**config.mk**
```make
export PLATFORM = sky130hd
export DESIGN_NAME = fetch_unit
export DESIGN_NICKNAME = d
export VERILOG_FILES = /design/src/rtl/fetch_unit.sv
export SDC_FILE = /design/constraint.sdc
export NUM_CORES = 1
export LEC_CHECK = 0
export BUFFER_PORTS_ARGS = -buffer_cell sky130_fd_sc_hd__buf_2
export CORE_MARGIN = 10
export CORE_UTILIZATION = 25
export CTS_BUF_LIST = sky130_fd_sc_hd__clkbuf_4 sky130_fd_sc_hd__clkbuf_8
export DETAILED_ROUTE_END_ITERATION = 10
export PLACE_DENSITY = 0.56
export SLEW_MARGIN = 10
export SYNTH_ARGS = -nofsm -noshare
export SYNTH_HDL_FRONTEND = slang
export SYNTH_SLANG_ARGS = --single-unit
```
**constraint.sdc**
```tcl
create_clock -name clk -period 2.74 [get_ports clk]
set_input_delay 0 -clock clk [delete_from_list [all_inputs] [get_ports clk]]
set_output_delay 0 -clock clk [all_outputs]
set_load 0.01 [all_outputs]
```
**src/rtl/fetch_unit.sv**
```systemverilog
// Instruction fetch stage: issues one word request at a time to instruction memory
// and holds the returned instruction for IF/ID until it is consumed or redirected.
module fetch_unit #(
  parameter logic [31:0] RESET_PC = 32'h0000_0000
) (
  input  logic        clk,
  input  logic        rst,
  input  logic        PCWrite,
  input  logic        PCSrc,
  input  logic [31:0] BranchTarget,
  output logic        IMemReq,
  output logic [31:0] IMemAddr,
  input  logic        IMemAck,
  input  logic [31:0] IMemData,
  output logic [31:0] PC,
  output logic [31:0] PCPlus4,
  output logic [31:0] Instruction,
  output logic        InstrValid
);

  typedef enum logic [1:0] {
    IDLE,
    REQ,
    VALID,
    DROP
  } state_t;

  state_t      state;
  logic [31:0] pending_target;
  logic [31:0] target;
  logic [31:0] pc_inc;

  assign target  = BranchTarget & 32'hFFFF_FFFC;
  assign pc_inc  = PC + 32'd4;

  // PC only moves when leaving REQ/DROP, so the request address stays put until the ack edge
  assign IMemReq  = (state == REQ) || (state == DROP);
  assign IMemAddr = {PC[31:2], 2'b00};

  always_ff @(posedge clk or negedge rst) begin
    if (!rst) begin
      state          <= IDLE;
      PC             <= RESET_PC;
      PCPlus4        <= '0;
      Instruction    <= '0;
      InstrValid     <= 1'b0;
      pending_target <= '0;
    end else begin
      unique case (state)
        IDLE: state <= REQ;

        REQ: begin
          if (IMemAck) begin
            if (PCSrc) begin
              PC <= target;
            end else begin
              Instruction <= IMemData;
              PCPlus4     <= pc_inc;
              InstrValid  <= 1'b1;
              state       <= VALID;
            end
          end else if (PCSrc) begin
            pending_target <= target;
            state          <= DROP;
          end
        end

        // Wait out the abandoned request; the newest redirect wins
        DROP: begin
          if (IMemAck) begin
            PC    <= PCSrc ? target : pending_target;
            state <= REQ;
          end else if (PCSrc) begin
            pending_target <= target;
          end
        end

        VALID: begin
          if (PCSrc) begin
            InstrValid <= 1'b0;
            PC         <= target;
            state      <= REQ;
          end else if (PCWrite) begin
            InstrValid <= 1'b0;
            PC         <= pc_inc;
            state      <= REQ;
          end
        end

        default: state <= IDLE;
      endcase
    end
  end

endmodule

```
# ---- Word level (Yosys, flattened, before mapping)
# Cells that the tools add are included.
dict set report word_totals {
  n_memories 0
  word_cells 48
  mem_bits_ro 0
  ram_bits 0
  latchBits 0
  reg_bits 131
  output_inout_bits 130
  in_bits 69
}
dict set report classes {
  reduce_logical 10
  eq_ne 10
  shift 0
  n_lt_le_gt_ge 0
  addsub 1
  n_mul 0
  div_mod_pow 0
  n_bitwise 2
  mux 19
}
# cell count
set ops {}
lappend ops {{$mux W32} 6}
lappend ops {{$pmux W32 S3} 1}
lappend ops {{$add A32 B3 Y32 const B} 1}
lappend ops {{$mux W2} 6}
lappend ops {{$ne A3 B3 Y1 const B} 3}
lappend ops {{$ne A2 B2 Y1 const B} 4}
lappend ops {{$pmux W2 S4} 1}
lappend ops {{$reduce_and A4 Y1} 2}
lappend ops {{$reduce_and A5 Y1} 1}
lappend ops {{$eq A2 B2 Y1 const B} 2}
lappend ops {{$mux W1} 4}
lappend ops {{$reduce_and A3 Y1} 1}
lappend ops {{$reduce_bool A3 Y1} 1}
lappend ops {{$eq A2 B1 Y1 const B} 1}
lappend ops {{$logic_not A2 Y1} 1}
lappend ops {{$not A1 Y1} 2}
lappend ops {{$pmux W1 S2} 1}
lappend ops {{$reduce_and A2 Y1} 1}
lappend ops {{$reduce_bool A2 Y1} 1}
lappend ops {{$reduce_or A2 Y1} 1}
lappend ops {{$logic_or A1 B1 Y1} 1}

# ---- Depth between registers and ports, before layout
# Gate-level depths: netlist (run 1).
dict set report depth {
  ltp_word 4
  mapped_depth 8
  depth_no_buf 6
}

# ---- Least setup slack after synthesis (run 1)
# Ideal clock, no wire load.
dict set report synth_path {
  path_type {register to register}
  start {register PC[4]}
  end {register PC[23]}
  required_ns 2.658
  setup_time_ns 0.082
  n_path_buf 2
  path_slack_ns 0.636
  arrival_time_ns 2.022
  path_stages_with_launch 8
  period_less_slack_ns 2.104
  path_cell_list {dfrtp_1 -> clkbuf_2 -> nand4_2 -> or2_2 -> clkbuf_1 -> or4_4 -> o31a_1 -> o22ai_1}
}
dict set report synth_between {
  elab_chain_cells 4
}
# item line
set synth_rtl {}
lappend synth_rtl {{start: declaration} 15} ;# output logic [31:0] PC,
lappend synth_rtl {{start signal: assignment} 55} ;# PC <= target;
lappend synth_rtl {{start signal: assignment} 71} ;# PC <= PCSrc ? target : pending_target;
lappend synth_rtl {{start signal: assignment} 81} ;# PC <= target;
lappend synth_rtl {{$add A32 B3 Y32} 34} ;# assign pc_inc = PC + 32'd4;
lappend synth_rtl {{$mux W32} 83} ;# end else if (PCWrite) begin
lappend synth_rtl {{$mux W32} 79} ;# if (PCSrc) begin
lappend synth_rtl {{$pmux W32 S3} 49} ;# unique case (state)
# No other way between the ends. The select of a mux whose other input is x is not followed.
# A chain may end at the register's enable or synchronous reset.

# ---- Worst setup path in the final report (run 1)
dict set report layout_path {
  start {register PC[13]}
  end {register PC[23]}
}
# Same word-level chain as after synthesis.

==> results.cfg, run 1 <==
[critical_path]
crit_required_ns = 3.10
reg2regPathDepth = 5
crit_fanout = 7
arrival_ns = 2.61
worstSetupEndpointType = flip-flop
reg2reg_slack_ns = 0.49
startpoint_type = flip-flop
r2r_end = PC[23]
timing.rr.start = PC[13]
setup.worst_path.class = reg2reg

[clock_network]
clkTransAtPathRegs_ns = 0.08
clock_latency_ns = 0.44
cts_root_buf = clkbuf_8
htreeDepth = 4
cts_tree = yes
post_cts_buffers = 0
cts_sinks = 131
numCtsBuffers = 17
clockBufferDepth = 2

[place]
dpl.cell_count = 1176
pre_cts_slack_ns = 0.5511
place_congestion = 0.8024
port_buffers = 194
post-dp-hpwl_um = 16400

[global_routing]
track_usage_pct = 13.29
use_met3_pct = 3.896
grt_pass1_wl_um = 34800
grt_pass1_vias = 5818
met2_usage_pct = 21.15
antenna_found_initial = 1
use_met1_pct = 17.68
grt_overflow = 0
grt_max_degree = 71
busiest_layer = met2

[hold_path]
hold_path_class = in2reg
holdCritStartpoint = PCSrc
hold_path_depth = 3
whs_endpoint = PC[17]

[sta]
rsz0062_at_grt = false
layout_min_cycle_time_ns = 2.251
skew_ns = 0.01608
setup-violations-final = 0
timing.setup.tns_ns = 0
finalHoldViolations = 0
tightest_slew_ns = 0.6673
slew_violations = 0
maxSlewHeadroom_pct = 55.48
fmax_ghz = 0.4442
min_period_over_period_pct = 82.16
timing.final.ws_setup_ns = 0.4888

[logic_synthesis]
yosysMostFrequentCell = nand2_1
synth_edf_count = 0
synth_area_leaders = dfrtp_1 (51%), nand2_1 (10%), mux2_2 (5.4%)
synth_cell_types = 52
synth.avg_cell_area_um2 = 9.268
netlist_top_cells_count = nand2_1 (172), dfrtp_1 (131), o21ai_0 (52)
yosys_most_used_dff = dfrtp_1
synth_top_area_share_pct = 50.53
synthArstFlopShare_pct = 100.0
yosys.area.top_type = dfrtp_1
yosysSeqAreaShare_pct = 50.53
synth_area_um2 = 6487
yosysWarnings = 0
syn_inst = 700
yosys_register_bits = 131

[pwr]
power_density_nw_per_um2 = 783.5
power.switching_mw = 2.614
power_switching_share_pct = 38.04
finalPower_mw = 6.872
leakage_nw = 4.222
peakVddDrop_mv = 0.4356
intPower_mw = 4.258
combPwrFrac_pct = 32.7
p_clk_share_pct = 24.7
p_seq_share_pct = 42.6

[final_layout]
fin_util_pct = 34.63
area_growth_pct = 35.20
drive_above_1_share_pct = 31.28
fin_nets = 1000
fin_cells = 1273
antennaDiodeCount = 0

[run_status]
outcome = completed

[floorplan]
num_rows = 58
io_pins = 199
coreArea_um2 = 25330
die-area_um2 = 32790
die_h_um = 181.1
initial_core_util_pct = 25.62
die-width_um = 181.1

[route]
drc = 0
ant_nets = 0
drt-total-wl_um = 22420
vias = 5804
post_drt_wl_per_cell_um = 17.61
drt_iter0_markers = 388
drtPass1Iterations = 5
vias_per_cell = 4.559

[job]
cap_violations = 0
## state kept, by name (all words and copies together), names as in the netlist
name	flops
PC	32
InstrValid	1
PCPlus4	32
Instruction	32
state	2
pending_target	32
## what timing repair did
action / CTS / global route
gates resized for setup: 0 / 0
hold buffers: 65 / 0
endpoints found under the setup margin: 0 / 0
hold endpoints to repair: 156 / 0
## layer usage
metal | vias up | part of all wire (%) | wire length (um)
met5 | - | 0.031 | 7
met4 | 2 | 0.56 | 126
met3 | 14 | 7.2 | 1605
met2 | 236 | 46 | 10310
met1 | 2732 | 46 | 10370
li1 | 2820 | - | -
## cell families after synthesis
family                   after synthesis  share of synthesized area, %
AO/OA/AOI/OAI                        131                         12.77
XOR/XNOR                              28                         3.780
adder cells (fa/ha/maj)                1                        0.1928
buffers and inverters                 87                         7.020
flip-flops                           131                         50.53
multiplexers                          38                         6.461
other                                  1                       0.05780
AND/OR/NAND/NOR                      283                         19.19
## metrics by stage
| step | hold slack [ns] | area, um^2 |
|---|---|---|
| 3_3_place_gp | 0.03473 | 7721 |
| 5_1_grt | 0.06829 | 8771 |
| 4_1_cts | 0.04664 | 8771 |
| 6_report | 0.07240 | 8771 |
| 2_1_floorplan | -0.2956 | 6491 |
| 3_5_place_dp | 0.03880 | 7721 |
## worst max-delay path by stage
stage	startpoint	endpoint	slack (ns)	cells after the start
final	PC[13]	PC[23]	0.49	5
after global routing	PC[15]	PC[25]	0.38	5
after CTS	PC[13]	PC[23]	0.49	5
after detailed placement	PC[15]	PC[23]	0.55	5
after global placement	PC[9]	PC[25]	0.58	5
after floorplan	PC[4]	PC[23]	0.64	7
## cell type report
type	count	area, um^2
Sequential cell	131	3278
Tap cell	330	412.9
Multi-Input combinational cell	483	2771
Clock inverter	13	150.1
Clock buffer	19	249.0
Fill cell	2604	16560
Timing Repair Buffer	286	1868
Inverter	11	41.29
## power by group through the flow
stage / Sequential [mW] / Clock [mW] / Combinational, mW
floorplan: 3.07 / 0 / 1.11
global placement: 2.94 / 0 / 2.21
detailed placement: 2.96 / 0 / 2.23
CTS: 2.92 / 1.76 / 2.31
global route: 3.01 / 1.85 / 2.50
finish: 2.93 / 1.70 / 2.25
## worst max-delay path: stages, from the launching register on
cell and delay [ns]:
dfrtp_1 0.52, nand3_2 0.18, or3_4 0.46, or4_4 0.55, o31a_1 0.29, o22ai_1 0.16
## cells in the final DEF, fill, tap and decap left out, types with 3 or more instances in the layout
cell	instances
o211ai_1	4
clkinv_4	3
buf_12	3
buf_2	193
dfrtp_1	131
a221oi_1	3
o21ai_0	52
buf_4	24
a22oi_1	3
a221o_1	5
nand4_1	5
dlygate4sd3_1	65
nand2_1	171
a21oi_1	23
and3_1	7
mux2_2	31
xor2_1	9
a211o_1	4
inv_6	5
o31a_1	5
nor4_1	4
o22ai_1	9
o2bb2ai_1	5
nor2_1	32
clkbuf_8	17
xnor2_1	19
mux2i_1	7
inv_1	11
and2_1	6
o21a_1	4
nor3_1	11
nand3_1	30
Power figures use the tool's default switching activity.
==> inputs of run 2 (changes only) <==
--- a/config.mk
+++ b/config.mk
@@ -5,6 +5,7 @@
 export SDC_FILE = /design/constraint.sdc
 export NUM_CORES = 1
 export LEC_CHECK = 0
+export ABC_AREA = 1
 export BUFFER_PORTS_ARGS = -buffer_cell sky130_fd_sc_hd__buf_2
 export CORE_MARGIN = 10
 export CORE_UTILIZATION = 25
==> constraint.sdc (replaced) <==
create_clock -name clk -period 2.1 [get_ports clk]
set_input_delay 0 -clock clk [delete_from_list [all_inputs] [get_ports clk]]
set_output_delay 0 -clock clk [all_outputs]
set_load 0.01 [all_outputs]
==> results.cfg, run 2 <==
[final_layout]
final_common_cell = nand2_1
drive_above_1_share_pct = 23.60
fin_nets = 1169
fin_util_pct = 33.32
final_cell_mix = nand2_1 (366), buf_2 (193), dfrtp_1 (131)
seqCellArea_um2 = 3278
multi_input_area_um2 = 2765
fin_cells = 1454
area_growth_pct = 32.00
fillers = 2850

[route]
ant_nets = 0
drc = 0
drtPass1Iterations = 5
vias_per_cell = 4.471
drt-total-wl_um = 24050
drt_iter0_markers = 439
post_drt_wl_per_cell_um = 16.54
vias = 6501

[critical_path]
crit_fanout = 6
startpoint_type = flip-flop
cp-startpoint = PC[11]
setup.worst_path.class = reg2reg
worstSetupEndpointType = flip-flop
crit_required_ns = 2.48
timing.rr.start = PC[11]
arrival_ns = 2.28

[sta]
holdWs_ns = 0.05716
layout_min_cycle_time_ns = 1.908
rsz0062_at_grt = false
tightest_slew_ns = 0.5564
min_period_over_period_pct = 90.86
setup-violations-final = 0
timing.final.ws_setup_ns = 0.1920
slew_violations = 0
timing.setup.tns_ns = 0
maxSlewHeadroom_pct = 62.87
fmax_ghz = 0.5241
skew_ns = 0.01376
finalHoldViolations = 0

[logic_synthesis]
yosys_register_bits = 131
synth_cell_types = 36
yosys_most_used_dff = dfrtp_1
synth.avg_cell_area_um2 = 7.749
netlist_top_cells_count = nand2_1 (366), dfrtp_1 (131), inv_1 (64)
synth_edf_count = 0
yosysWarnings = 0
synth_area_um2 = 6765
yosysSeqAreaShare_pct = 48.46
syn_inst = 873
yosys.area.top_type = dfrtp_1
synth_area_leaders = dfrtp_1 (48%), nand2_1 (20%), buf_4 (4.4%)
yosysMostFrequentCell = nand2_1
synth_top_area_share_pct = 48.46
synthArstFlopShare_pct = 100.0

[floorplan]
die-width_um = 184.5
io_pins = 199
initial_core_util_pct = 25.24
coreArea_um2 = 26800
die-area_um2 = 34040
num_rows = 60
die_h_um = 184.5

[clock_network]
numCtsBuffers = 17
htreeDepth = 4
cts_resized = 0
cts_tree = yes
cts_root_buf = clkbuf_8
clockBufferDepth = 2
clock_latency_ns = 0.44
post_cts_buffers = 0
clkTransAtPathRegs_ns = 0.08
cts_sinks = 131

[job]
cap_violations = 0

[place]
pre_cts_slack_ns = 0.2432
post-dp-hpwl_um = 17430
dpl.cell_count = 1356
place_congestion = 0.8582
port_buffers = 194

[run_status]
outcome = completed

[pwr]
leakage_nw = 4.628
power_density_nw_per_um2 = 1303
peakVddDrop_mv = 0.5247

[global_routing]
grt_pass1_wl_um = 38150
grt_pass1_vias = 6612
track_usage_pct = 14.36
grt_overflow = 0
grt_max_degree = 50
antenna_found_initial = 2

[hold_path]
hold_path_class = in2async
==> run 2: cell types whose count changed after synthesis, sizes merged, moves of 25 or more <==
cell | previous run | this run
a221oi | 3 | 28
inv | 11 | 67
clkbuf | 35 | 7
nand2 | 172 | 368
mux2 | 31 | 0
buf | 41 | 67
==> run 2: what timing repair did <==
action                                 4_1_cts  5_1_grt
setup endpoints to repair                    0        0
endpoints found under the hold margin      226        0
hold buffers                                65        0
==> run 2: area by class of cell <==
type | instances | area share [%]
flip-flops and latches | 131 | 36.71
clock inverters | 5 | 0.5885
diodes | 3 | 0.08407
well taps | 341 | 4.778
multi-input cells | 602 | 30.97
clock buffers | 25 | 3.503
repair buffers | 280 | 20.55
inverters | 67 | 2.816
==> run 2: path summary, 6_finish.rpt <==
path | endpoint | cells after the start | slack, ns
hold reg to reg | Instruction[0] | 2 | 0.47
max in group asynchronous | PCPlus4[28] | 3 | 1.31
setup reg to reg | PC[31] | 10 | 0.19
min in group clk | pending_target[31] | 3 | 0.09
setup / recovery | PC[31] | 10 | 0.19
hold / removal | Instruction[11] | 2 | 0.06
==> run 2: worst max-delay path: stages, from the launching register on <==
cell     delay, ns
dfrtp_1       0.47
nand2_1       0.12
nor2_1        0.27
nand2_1       0.11
nor2_2        0.32
nand2_1       0.11
nand2_1       0.07
nand3_1       0.11
nand2_1       0.09
nand2_1       0.05
a21oi_1       0.13
==> run 2: metal layers <==
metal | wire length, um | global-route usage (%) | up-vias
met5 | 0 | 0 | -
met1 | 10840 | 18.03 | 3034
met2 | 10800 | 22.49 | 229
met4 | 287 | 3.540 | 0
met3 | 2123 | 5.670 | 22
li1 | - | - | 3216
==> run 2: per-stage QoR <==
| step | total power [mW] | cell area, um^2 |
|---|---|---|
| floorplan | 7.542 | 6769 |
| global placement | 9.539 | 7906 |
| detailed placement | 9.620 | 7906 |
| CTS | 11.84 | 8922 |
| global route | 12.71 | 8925 |
| finish | 11.63 | 8930 |
==> run 2: where the power goes <==
part           switching [mW]  internal, mW  leakage (nW)
registers               0.896          3.55          1.60
logic                    3.15          1.98          2.83
clock network           0.979          1.08         0.193
==> run 2: logic make-up (layout without fill, tap and decap cells) <==
logic type,Yosys count,in the layout,share of synthesized area [%]
xor gates and xnor gates,5,5,0.6473
DFF,131,131,48.46
adders and majority gates,1,1,0.1849
AOI/OAI and AO/OA,136,136,12.87
and+or+nand+nor,458,458,26.98
buffers and inverters,141,377,10.80
other,1,5,0.05543
==> inputs of run 3 (changes only) <==
--- a/config.mk
+++ b/config.mk
@@ -9,9 +9,11 @@
 export BUFFER_PORTS_ARGS = -buffer_cell sky130_fd_sc_hd__buf_2
 export CORE_MARGIN = 10
 export CORE_UTILIZATION = 25
-export CTS_BUF_LIST = sky130_fd_sc_hd__clkbuf_4 sky130_fd_sc_hd__clkbuf_8
+export CTS_BUF_LIST = sky130_fd_sc_hd__clkbuf_8 sky130_fd_sc_hd__clkbuf_16
 export DETAILED_ROUTE_END_ITERATION = 10
+export GPL_TIMING_DRIVEN = 0
 export PLACE_DENSITY = 0.56
+export RECOVER_POWER = 25
 export SLEW_MARGIN = 10
 export SYNTH_ARGS = -nofsm -noshare
 export SYNTH_HDL_FRONTEND = slang
==> results.cfg, run 3 (same netlist as run 2, synthesis figures left out) <==
[sta]
min_period_over_period_pct = 91.47
rsz0062_at_grt = false
finalHoldViolations = 0
setup-violations-final = 0
slew_violations = 67
layout_min_cycle_time_ns = 1.921
tightest_slew_ns = 1.782
maxSlewHeadroom_pct = -18.77
skew_ns = 0.01044
fmax_ghz = 0.5206
holdWs_ns = 0.3059

[global_routing]
grt_overflow = 0
grt_pass1_vias = 7019
track_usage_pct = 15.60
grt_max_degree = 68
grt_pass1_wl_um = 40990
antenna_found_initial = 1

[critical_path]
cpMaxStageDelayCell = dfrtp_1
cp_cell_sequence = nand2_1 -> nor2_1 -> nand2_1 -> nor2_2 -> nand3_1 -> nand3_1 -> nand2_1 -> nand2_1 -> a21boi_1
startpoint_type = flip-flop
crit_path_frequent_cell = nand2_1
setup.worst_path.class = reg2reg
arrival_ns = 2.22
crit_buf_inv = 0
crit_fanout = 6
crit_family = simple AND/OR/NAND/NOR gates
crit_required_ns = 2.40
worstSetupEndpointType = flip-flop
slowest_delay_ns = 0.48

[final_layout]
fillers = 2792
area_growth_pct = 41.46
seqCellArea_um2 = 3279
final_cell_mix = nand2_1 (366), buf_2 (185), dfrtp_1 (130)
drive_above_1_share_pct = 23.74
final_common_cell = nand2_1
fin_nets = 1229
multi_input_area_um2 = 2765
antennaDiodeCount = 0

[floorplan]
io_pins = 199
num_rows = 60
die-area_um2 = 34040
die-width_um = 184.5
initial_core_util_pct = 25.24
coreArea_um2 = 26800
die_h_um = 184.5

[route]
drc = 0
drt_iter0_markers = 477
vias = 6693
ant_nets = 0
drt-total-wl_um = 26220
vias_per_cell = 4.427
post_drt_wl_per_cell_um = 17.34
drtPass1Iterations = 7

[clock_network]
numCtsBuffers = 17
htreeDepth = 4
clockBufferDepth = 2
cts_tree = yes
cts_root_buf = clkbuf_16
cts_sinks = 131
clock_latency_ns = 0.42
clkTransAtPathRegs_ns = 0.06

[job]
cap_violations = 1

[pwr]
power_density_nw_per_um2 = 1419
peakVddDrop_mv = 0.6643
finalPower_mw = 13.58
leakage_nw = 4.902

[place]
place_congestion = 0.9128
port_buffers = 194
post-dp-hpwl_um = 19540

[run_status]
violations = capacitance limit, slew limit
outcome = finished with violations

[hold_path]
hold_path_class = in2reg
-- run 3: cell count changes in the layout (fill, tap and decap cells not counted), moves of 3 or more --
cell	before	now
clkbuf_8	20	2
buf_2	193	185
dlygate4sd3_1	65	70
clkbuf_16	0	17
bufinv_16	1	7
clkbuf_4	5	0
diode_2	3	0
buf_4	17	40
clkbuf_1	0	38
buf_12	4	1
-- run 3: per-layer routing --
metal | vias up | track usage [%] | share of wire, %
li1 | 3342 | - | -
met1 | 3067 | 19.48 | 44
met2 | 259 | 25.03 | 46
met3 | 23 | 5.237 | 8.9
met4 | 2 | 4.359 | 1.2
met5 | - | 0 | 0.027
-- run 3: tightest hold or removal path, delay by kind of cell --
| family | cells | cell delay (ns) |
|---|---|---|
| buf+inv | 2 | 0.60 |
| simple gates | 2 | 0.09 |
-- run 3: repair_timing --
item,CTS,global route
setup buffers,0,1
resized for setup,0,3
endpoints found under the setup margin,0,46
hold buffers,70,0
hold endpoints to repair,161,0
-- run 3: worst paths after layout --
| check | endpoint | cells after the start | slack [ns] | start |
|---|---|---|---|---|
| max in group asynchronous | PC[10] | 3 | 0.40 | rst |
| min reg2reg | pending_target[0] | 2 | 0.47 | pending_target[0] |
| max reg2reg | PC[19] | 9 | 0.18 | PC[14] |
| max | PC[19] | 9 | 0.18 | PC[14] |
| min in group asynchronous | Instruction[5] | 2 | 0.59 | rst |
| min | Instruction[9] | 4 | 0.31 | IMemData[9] |
-- run 3: final cells by class --
type	instances	area share [%]
well taps	341	4.458
multi-input cells	602	28.89
clock buffers	19	4.733
inverters	67	2.628
plain buffers	74	5.007
flip-flops and latches	131	34.27
repair buffers	266	17.56
clock inverters	12	2.458
-- run 3: power by group --
| part | internal [mW] | switching, mW |
|---|---|---|
| Sequential | 3.56 | 0.973 |
| Combinational | 2.24 | 3.28 |
| Clock | 2.39 | 1.14 |
-- run 3: stage by stage --
step                setup WS (ns)  cell area (um^2)  util [%]  std cells  TNS, ns
finish                     0.1791              9570     35.71       1512        0
CTS                       0.05172              9589     35.78       1511        0
floorplan                  0.4762              6769         -        874        0
global placement          -0.9772              8167     30.47       1409  -126.12
global route              0.01667              9570     35.71       1512        0
detailed placement        0.06951              8200     30.60       1410        0
